**config.mk**
```make
export PLATFORM = sky130hd
export DESIGN_NAME = mem_stage
export DESIGN_NICKNAME = d
export VERILOG_FILES = /design/src/rtl/mem_stage.sv
export SDC_FILE = /design/constraint.sdc
export NUM_CORES = 1
export LEC_CHECK = 0
export BUFFER_PORTS_ARGS = -buffer_cell sky130_fd_sc_hd__buf_2
export CAP_MARGIN = 10
export CORE_ASPECT_RATIO = 1.5
export CORE_UTILIZATION = 50
export CTS_CLUSTER_DIAMETER = 150
export DETAILED_ROUTE_END_ITERATION = 12
export HOLD_SLACK_MARGIN = 0.15
export MAX_ROUTING_LAYER = met4
export PLACE_DENSITY = 0.78
export SYNTH_ARGS = -nofsm -noshare
export SYNTH_HDL_FRONTEND = slang
export SYNTH_SLANG_ARGS = --single-unit
```
**constraint.sdc**
```tcl
create_clock -name clk -period 5.5 [get_ports clk]
set_clock_uncertainty 0.1 [all_clocks]
set_input_delay 0.825 -clock clk [delete_from_list [all_inputs] [get_ports clk]]
set_output_delay 0.825 -clock clk [all_outputs]
set_load 0.01 [all_outputs]
```
**src/rtl/mem_stage.sv**
```systemverilog
// rtl/mem_stage.sv - memory-access pipeline stage with byte-serial 8-bit RAM port
module mem_stage #(
  parameter int            AW     = 8,
  parameter logic [AW-1:0] OP_LB  = 8'h20,
  parameter logic [AW-1:0] OP_LH  = 8'h21,
  parameter logic [AW-1:0] OP_LW  = 8'h22,
  parameter logic [AW-1:0] OP_LBU = 8'h24,
  parameter logic [AW-1:0] OP_LHU = 8'h25,
  parameter logic [AW-1:0] OP_SB  = 8'h28,
  parameter logic [AW-1:0] OP_SH  = 8'h29,
  parameter logic [AW-1:0] OP_SW  = 8'h2A
) (
  input  logic          clk,
  input  logic          rst,
  input  logic          rdy,
  input  logic [4:0]    mem_wd_i,
  input  logic          mem_wreg_i,
  input  logic [31:0]   mem_data_i,
  input  logic [31:0]   mem_addr_i,
  input  logic [AW-1:0] aluop_i,
  output logic [4:0]    wd_o,
  output logic          wreg_o,
  output logic [31:0]   wdata_o,
  output logic [31:0]   ram_a_o,
  output logic [7:0]    ram_dout_o,
  output logic          ram_wr_o,
  input  logic [7:0]    ram_din_i,
  output logic          stall_req_o
);

  typedef enum logic [1:0] {IDLE, RD, WR, DONE} state_e;

  state_e      state_q;
  logic [2:0]  cnt_q;
  logic [31:0] buf_q;

  logic [2:0]  size;
  logic        is_load;
  logic        is_mem;
  logic [1:0]  rd_byte;
  logic [31:0] addr_cur;
  logic [31:0] addr_prev;
  logic [7:0]  store_byte;
  logic [31:0] load_val;
  logic        stall;

  // Decode transfer size (bytes) and direction; size 0 marks a non-memory op
  always_comb begin
    size    = 3'd0;
    is_load = 1'b0;
    case (aluop_i)
      OP_LB, OP_LBU: begin size = 3'd1; is_load = 1'b1; end
      OP_LH, OP_LHU: begin size = 3'd2; is_load = 1'b1; end
      OP_LW:         begin size = 3'd4; is_load = 1'b1; end
      OP_SB:         size = 3'd1;
      OP_SH:         size = 3'd2;
      OP_SW:         size = 3'd4;
      default:       ;
    endcase
  end

  assign is_mem     = (size != 3'd0);
  // cnt runs 1..4 in RD; the low two bits minus one give the byte being captured
  assign rd_byte    = cnt_q[1:0] - 2'd1;
  assign addr_cur   = mem_addr_i + {29'd0, cnt_q};
  assign addr_prev  = mem_addr_i + {29'd0, cnt_q} - 32'd1;
  assign store_byte = mem_data_i[{cnt_q[1:0], 3'b000} +: 8];

  // Extend the assembled little-endian load buffer to the register width
  always_comb begin
    load_val = buf_q;
    case (aluop_i)
      OP_LB:   load_val = {{24{buf_q[7]}}, buf_q[7:0]};
      OP_LBU:  load_val = {24'd0, buf_q[7:0]};
      OP_LH:   load_val = {{16{buf_q[15]}}, buf_q[15:0]};
      OP_LHU:  load_val = {16'd0, buf_q[15:0]};
      default: ;
    endcase
  end

  // Drive the MEM/WB and RAM side; byte 0 is issued straight from IDLE
  always_comb begin
    wd_o        = mem_wd_i;
    wreg_o      = mem_wreg_i;
    wdata_o     = mem_data_i;
    ram_a_o     = mem_addr_i;
    ram_dout_o  = 8'h00;
    ram_wr_o    = 1'b0;
    stall       = 1'b0;
    if (is_mem) begin
      stall = (state_q != DONE);
      case (state_q)
        IDLE: begin
          if (rdy && !is_load) begin
            ram_wr_o   = 1'b1;
            ram_dout_o = mem_data_i[7:0];
          end
        end
        WR: begin
          ram_a_o    = addr_cur;
          ram_dout_o = store_byte;
          ram_wr_o   = rdy;
        end
        // While frozen keep the address whose data is still owed, so the
        // capture after rdy returns sees the right byte
        RD:      ram_a_o = rdy ? addr_cur : addr_prev;
        DONE:    if (is_load) wdata_o = load_val;
        default: ;
      endcase
      if (stall) wreg_o = 1'b0;
    end
    stall_req_o = stall;
    if (!rst) begin
      wd_o        = 5'd0;
      wreg_o      = 1'b0;
      wdata_o     = 32'd0;
      ram_a_o     = 32'd0;
      ram_dout_o  = 8'h00;
      ram_wr_o    = 1'b0;
      stall_req_o = 1'b0;
    end
  end

  // Access sequencer: byte counter, load buffer and state, all frozen by rdy low
  always_ff @(posedge clk or negedge rst) begin
    if (!rst) begin
      state_q <= IDLE;
      cnt_q   <= 3'd0;
      buf_q   <= 32'd0;
    end else if (rdy) begin
      case (state_q)
        IDLE: begin
          if (is_mem) begin
            cnt_q <= 3'd1;
            buf_q <= 32'd0;
            if (is_load)            state_q <= RD;
            else if (size == 3'd1)  state_q <= DONE;
            else                    state_q <= WR;
          end
        end
        WR: begin
          cnt_q <= cnt_q + 3'd1;
          if (cnt_q == size - 3'd1) state_q <= DONE;
        end
        RD: begin
          buf_q[{rd_byte, 3'b000} +: 8] <= ram_din_i;
          if (cnt_q == size) state_q <= DONE;
          else               cnt_q   <= cnt_q + 3'd1;
        end
        DONE: begin
          state_q <= IDLE;
          cnt_q   <= 3'd0;
        end
        default: state_q <= IDLE;
      endcase
    end
  end

endmodule

```
== After elaboration in Yosys (flattened, before gate mapping) ==
Index checks and enable logic that the tools add are counted.
W data, S select, Z words.

* Output and inout port bits: 80
* Flip-flop bits (word level): 37
* Input port bits: 89

* Multiplexer cells: 37
* Reductions and logical operators: 12
* Add/subtract/negate cells: 6
* Shifts and indexed selects: 3
* Equal/unequal tests: 19

{| class="wikitable"
|+ Operators with widths
! operator !! number
|-
| $mux W32 || 8
|-
| $pmux W32 S2 || 2
|-
| $pmux W32 S4 || 1
|-
| $eq A8 B6 Y1 const B || 8
|-
| $add A32 B3 Y32 || 1
|-
| $bwmux W32 || 1
|-
| $shift A8 B7 Y32 const A || 1
|-
| $shiftx A32 B6 Y8 || 1
|-
| $shiftx A8 B7 Y32 || 1
|-
| $sub A32 B1 Y32 const B || 1
|-
| $mux W8 || 3
|-
| $pmux W8 S2 || 1
|-
| $pmux W3 S4 || 1
|-
| $mux W1 || 10
|-
| $ne A2 B2 Y1 const B || 5
|-
| $pmux W3 S3 || 1
|-
| $mux W2 || 4
|-
| $pmux W2 S4 || 1
|-
| $neg A5 Y7 || 1
|-
| $eq A3 B3 Y1 || 2
|-
| $mux W3 || 2
|-
| $reduce_and A3 Y1 || 2
|-
| $reduce_or A3 Y1 || 2
|-
| $mux W5 || 1
|-
| other kinds (15) || 16
|}

== Longest topological paths before layout ==
Gate-level depths: netlist of run 1.

* Word-level depth: 9
* Depth in mapped cells: 14
* Gate-level depth less buffers: 13

== Worst setup path after synthesis of run 1 ==
OpenSTA, ideal clock, no wires.

* Path kind: input port to output port
* Start point: in mem_addr_i[0]
* End point: out ram_a_o[21]
* Data required time: 4,575 ps
* Stages on the path: 11
* Arrival: 3,703 ps
* Buffers on the path: 0
* Slack: 872 ps
* Path through: ha_1 fa_1 a21oi_1 nor4_1 nand3_1 xor2_1 nand4_4 nor3b_4 a21boi_1 or3_1 a31oi_1

* Cells in the longest elaborated chain, start to end: 6

{| class="wikitable"
|+ Ends and longest elaborated chain
! element !! RTL line !! source
|-
| start, declared || 19 || <nowiki>input logic [31:0] mem_addr_i,</nowiki>
|-
| $add A32 B3 Y32 (*) || 65, 66 ||
|-
| $sub A32 B1 Y32 || 66 || <nowiki>assign addr_prev = mem_addr_i + {29'd0, cnt_q} - 32'd1;</nowiki>
|-
| $mux W32 || 106 || <nowiki>RD: ram_a_o = rdy ? addr_cur : addr_prev;</nowiki>
|-
| $pmux W32 S2 (*) || 92 || <nowiki>case (state_q)</nowiki>
|-
| $mux W32 (*) || 90 || <nowiki>if (is_mem) begin</nowiki>
|-
| $mux W32 (*) || 113 || <nowiki>if (!rst) begin</nowiki>
|-
| end, declared || 24 || <nowiki>output logic [31:0] ram_a_o,</nowiki>
|}

Every way passes the cells marked *; elsewhere a longest branch is shown, timed or not.

== Final worst setup path of run 1 ==
Same ends and word-level chain as after synthesis.

==> results.txt, run 1 <==
Number of fill cells: 1,029
DRT iter0 DRCs: 514
Endpoints failing setup: 0
Max FO, Critical Path: 8
Core ar.: 10,710 µm²
EDFF count, synth: 0
DPL Wire Length: 14.81 mm
Final hold violations: 0
Routed vias: 6,839
Slew @ Worst Pin: 0.9698 ns
WHS: 0.3770 ns
Worst-path clk slew: 0.06 ns
Routed len/inst: 17.92 µm
Synthesized flop and latch total: 37
Critical Path AT: 4.22 ns
Top Ports: 169
Drc violations: 0
Top post-synthesis cells by area: dfrtp_1, nand2_1, o21ai_0, a21oi_1, xnor2_1
Synth Warn #: 0
Syn Inst Count: 823
Top cells by count, synth: nand2_1, o21ai_0, nor2_1, a21oi_1
Crit share post-route: 0.9348
Slew Limit Fails: 0
Routed Antenna Nets: 0
Peak VDD IR: 180.7 µV
P_leak: 0.002904 µW
Pwr Density: 248.2 nW/µm²
Initial antenna violation count: 0
Final setup margin: 0.3588 ns
RSZ-0062 raised after global routing: false
Inst Count DP: 1,092
CTS root buf: clkbuf_16
Vias/cell: 6.212
Routed WL: 19.73 mm
Leading area contributor after synthesis: dfrtp_1
Core Rows: 46
Final Non-Filler Cells: 1,101
Grt ovf: 0
Slew margin rel.: 0.3491
Most used routing layer: met2
FFs w/ async S/R, synth: 1.000
Die Ht: 131.5 µm
Post-synth top area share: 0.1657
Register area share after synthesis: 0.1657
DIE WIDTH: 88.32 µm
Mapped Nets: 928
Worst setup EP type: output pin
Met1 Usage GRT: 0.3964
Placed cell areas: 6534 µm²
Buffers on Ports: 168
Post-CTS resize count: 0
Post-CTS Hold Fix Bufs: 0
Startpoint class of the critical path: primary input
Drt first pass iters: 5
Met3 global-route usage: 0.02952
H-tree levels: 2
First-pass GRT wire length: 31.08 mm
Hold crit path type: reg2reg
Share of post-route cells with drive strength above 1: 0.2382
Cell area after synthesis: 5588 µm²
Post CTS Setup Buffer Count: 0
GRT Total Usage: 0.3476
Met2 usage: 0.5927
Critical Path RT: 4.58 ns
Clk_lat worst skew: 0.28 ns
Clock sink count: 37
Max Cap Violations: 0
Diodes inserted: 0
Clk buf depth: 2
Starting Density: 0.5220
CTS tree: yes
Most common cell in the netlist: nand2_1
Final GP Congestion: 0.9722
Setup CP Type: in2out
Primary FF master, synth: dfrtp_1
Maximum clock rate: 194.5 MHz
Minimum clock period: 5.141 ns
Nets: 1,061
Mapped Avg Cell Area: 6.790 µm²
Synth-to-layout area growth: 20.20%
Pre-CTS setup slack: 0.2185 ns
Number of global-route vias before repair: 6,234
TritonCTS buffer count: 5
Yosys cell types: 69
Outcome: finished clean
Setup TNS: 0 ns
Largest net degree at the start of global routing: 74
Total die area: 11,610 µm²
Post-route cell area: 6716 µm²
-- placed cells by master (no fill, tap or decap), types with 4 or more instances in the layout --
cell type  count
buf_4         18
a31oi_1       14
nand2b_1      10
buf_2        167
o211ai_1      18
nor2b_1        7
nor3_1        30
nand3_1       47
o21ai_1        6
or3_1          4
a21o_1         6
or4_1          6
inv_1         37
nor4_1        13
xnor2_1       29
a221oi_1       7
o21ai_0       76
a22oi_1        9
a21boi_0      26
and2_1        10
nor3b_1        5
dfrtp_1       37
a211oi_1       4
mux2i_1        6
and3_1        13
nor4_2         4
xor2_1        12
a21oi_1       51
nand4_1       15
nor2_1        51
clkbuf_16      5
o21a_1         5
ha_1          15
mux4_2         8
nand2_1      130
-- kinds of logic (layout without fill, tap and decap cells) --
group	count (synthesis)	after routing	share of synthesized area
mux	16	16	0.04702
compound gates	246	246	0.2794
fa+ha+maj	16	16	0.03717
simple gates	368	368	0.3363
buf+inv	99	233	0.07008
flops	37	37	0.1657
xor+xnor	41	41	0.06426
-- area by class of cell --
class | instances | area [µm²] | share of cell area
multi-input combinational | 687 | 4284 | 0.6379
timing repair buffer | 188 | 1016 | 0.1513
sequential | 37 | 925.9 | 0.1379
tap | 144 | 180.2 | 0.02683
inverter | 37 | 138.9 | 0.02068
clock buffer | 5 | 125.1 | 0.01863
clock inverter | 3 | 46.29 | 0.006893
-- sequential cells by signal, indices dropped and copies added (netlist names) --
register / cells
state_q: 2
buf_q: 32
cnt_q: 3
-- worst paths after layout --
check | start | to | slack [ns] | cells past startpoint
hold / removal | buf_q[1] | buf_q[1] | 0.38 | 2
min in group asynchronous | rst | buf_q[4] | 0.39 | 1
max in group asynchronous | rst | state_q[0] | 4.27 | 2
setup / recovery | mem_addr_i[0] | ram_a_o[21] | 0.36 | 13
hold reg to reg | buf_q[1] | buf_q[1] | 0.38 | 2
setup reg to reg | state_q[1] | buf_q[8] | 2.69 | 8
-- per-stage QoR --
step	utilization	power, µW
floorplan	-	1021
global placement	0.6103	1311
detailed placement	0.6103	1319
CTS	0.6263	1650
global route	0.6274	1784
finish	0.6274	1667
-- critical path: stages --
cell and delay, ns:
buf_2 0.11, ha_1 0.23, fa_1 0.46, a21o_1 0.32, a21oi_1 0.24, o21ai_0 0.14, a21oi_1 0.39, nand3_1 0.34
nor3b_4 0.36, a21boi_1 0.11, or3_1 0.37, a31oi_1 0.16, buf_2 0.15
-- routing by layer --
layer,vias to the layer above,wire (µm)
met1,3124,7166
li1,3241,-
met2,392,10050
met3,82,1503
met5,-,0
met4,0,1004
-- power by group --
part	switching, µW	leakage (µW)	internal (µW)	total, µW
sequential	27.3	0.000510	307	335
clock	113	0.0000800	214	327
combinational	646	0.00231	360	1010
total	786	0.00290	881	1670
Note: power is estimated with default switching activity, not from simulation.
==> inputs of run 2 (changes only) <==
Settings changed: CELL_PAD_IN_SITES_DETAIL_PLACEMENT set to 0, CELL_PAD_IN_SITES_GLOBAL_PLACEMENT set to 2, CORE_UTILIZATION 50 to 28, PLACE_DENSITY 0.78 to unset, PLACE_DENSITY_LB_ADDON set to 0.1.
==> run 2 against run 1 <==
Effect of this change:
- wire length grew 23%
- count of clock-buffer cells in the layout is 2 higher
- global-route usage is 11 points lower
- cell area is 2.7% higher
- non-clock buffer count rose by 10
- sequential power barely moved
- sequential share of layout area fell by 0.37 points
- via count down 1.3%
- clock power shrank 4%
- worst setup slack got worse by 0.034 ns
==> results.txt, run 2 (synthesis results as in run 1) <==
Die Ht: 175.0 µm
DPL Wire Length: 19.08 mm
Share of post-route cells with drive strength above 1: 0.2472
Top Ports: 169
Power share of the clock group: 0.187
Slew Limit Fails: 0
Internal Dissipation: 865.0 µW
Max Cap Violations: 0
Largest net degree at the start of global routing: 72
Endpoints failing setup: 0
Area of the multi-input gates: 4289 µm²
Minimum clock period: 5.175 ns
CTS root buf: clkbuf_16
Pwr Total: 1688 µW
Peak VDD IR: 125.9 µV
Drc violations: 0
Part of the power in combinational logic: 0.614
Setup TNS: 0 ns
Reg power frac: 0.199
Commonest cells after routing, fill and taps aside: buf_2, nand2_1, o21ai_0, nor2_1, a21oi_1
Most flop-heavy register: buf_q
Vias/cell: 5.520
Critical Path AT: 4.25 ns
Worst setup EP type: output pin
Clk buf depth: 2
Hold crit path type: reg2reg
Maximum clock rate: 193.2 MHz
Buffers on Ports: 168
Final GP Congestion: 0.8421
Inst Count DP: 1,214
CP Cell Sequence: buf_2 -> ha_1 -> fa_1 -> buf_4 -> a21o_1 -> a41oi_1 -> a21oi_1 -> o41ai_4 -> nand4_4 -> nor3b_4 -> a21boi_1 -> or3_1 -> a31oi_1 -> buf_2
Crit share post-route: 0.9410
CTS tree: yes
Diodes inserted: 0
Slew margin rel.: 0.2355
Starting Density: 0.2893
Drt first pass iters: 5
Initial antenna violation count: 0
Critical Path RT: 4.58 ns
Grt ovf: 0
Total die area: 20,540 µm²
Number of fill cells: 2,123
TritonCTS buffer count: 5
P_leak: 0.002947 µW
Post-CTS Hold Fix Bufs: 0
CP max stage cell: o41ai_4
Startpoint class of the critical path: primary input
Nets: 1,071
Routed vias: 6,751
Core ar.: 19,320 µm²
Routed Antenna Nets: 0
Worst-path clk slew: 0.06 ns
Largest regs: buf_q: 32 flops, cnt_q: 3 flops, state_q: 2 flops
Max FO, Critical Path: 8
DIE WIDTH: 117.3 µm
P_sw: 822.9 µW
WHS: 0.3678 ns
GRT Total Usage: 0.2398
Routed len/inst: 19.83 µm
Largest register FFs: 32
RSZ-0062 raised after global routing: false
CP most frequent cell: buf_2
Routed WL: 24.26 mm
FF/Latch Area: 925.9 µm²
Sw frac: 0.4875
Core Rows: 62
Number of global-route vias before repair: 6,665
Crit-path max cell delay: 0.48 ns
Pwr Density: 244.6 nW/µm²
DRT iter0 DRCs: 382
Commonest non-fill, non-tap cell in the layout: buf_2
Clock sink count: 37
Final Non-Filler Cells: 1,223
Slew @ Worst Pin: 1.136 ns
Final hold violations: 0
Setup CP Type: in2out
Synth-to-layout area growth: 23.49%
H-tree levels: 2
Clk_lat worst skew: 0.28 ns
Outcome: finished clean
First-pass GRT wire length: 37.47 mm
run 2: changes by cell type in the layout (fill, tap and decap cells not counted), sizes merged:
cell / change
clkinvlp: -1
buf: +11
bufinv: -1
clkbuf: +1
run 2: power groups by stage:
stage / clock network, µW / logic, µW / registers [µW]
CTS: 318 / 1040 / 337
detailed placement: 0 / 1040 / 340
floorplan: 0 / 688 / 333
finish: 315 / 1040 / 336
global placement: 0 / 1030 / 340
global route: 324 / 1140 / 343
run 2: path summary, 6_finish.rpt:
path,cells after the start,to,start,slack (ns)
worst min register to register,2,buf_q[22],buf_q[22],0.37
worst max-delay path,14,ram_a_o[21],mem_addr_i[0],0.32
worst min-delay path,2,buf_q[22],buf_q[22],0.37
min in group asynchronous,1,buf_q[10],rst,0.50
max in group asynchronous,2,buf_q[3],rst,3.87
worst max register to register,6,buf_q[30],state_q[1],2.48
run 2: final cells by class:
cell class              count  share of cell area
inverters                  37             0.02013
well taps                 256             0.04642
flip-flops and latches     37              0.1342
multi-input cells         687              0.6216
clock inverters             1           0.0007253
repair buffers            198              0.1548
clock buffers               7             0.02212
run 2: repair_timing:
action / 4_1_cts / 5_1_grt
buffers inserted: 0 / 0
hold endpoints to repair: 0 / 0
setup endpoints to repair: 0 / 7
gates resized for setup: 0 / 1
run 2: stage by stage:
stage	utilization	setup WS [ns]	instance area (µm²)
3_3_place_gp	0.3484	0.2472	6729
3_5_place_dp	0.3484	0.1599	6729
5_1_grt	0.3572	0.07456	6900
2_1_floorplan	-	0.8720	5588
6_report	0.3572	0.3247	6900
4_1_cts	0.3565	0.1459	6887
run 2: routing by layer:
metal / routed length (µm) / up-vias / share of wire / global-route usage
li1: - / 3272 / - / -
met1: 9082 / 3183 / 0.37 / 0.2458
met2: 13060 / 249 / 0.54 / 0.4539
met3: 1027 / 47 / 0.042 / 0.02285
met4: 1090 / 0 / 0.045 / 0.1136
met5: 0 / - / 0 / -
run 2: critical path: cells and delay by family:
family	cells	cell delay, ns
AO/OA/AOI/OAI	6	1.39
AND/OR/NAND/NOR	3	0.96
adder cells (fa/ha/maj)	2	0.62
buffers and inverters	3	0.43
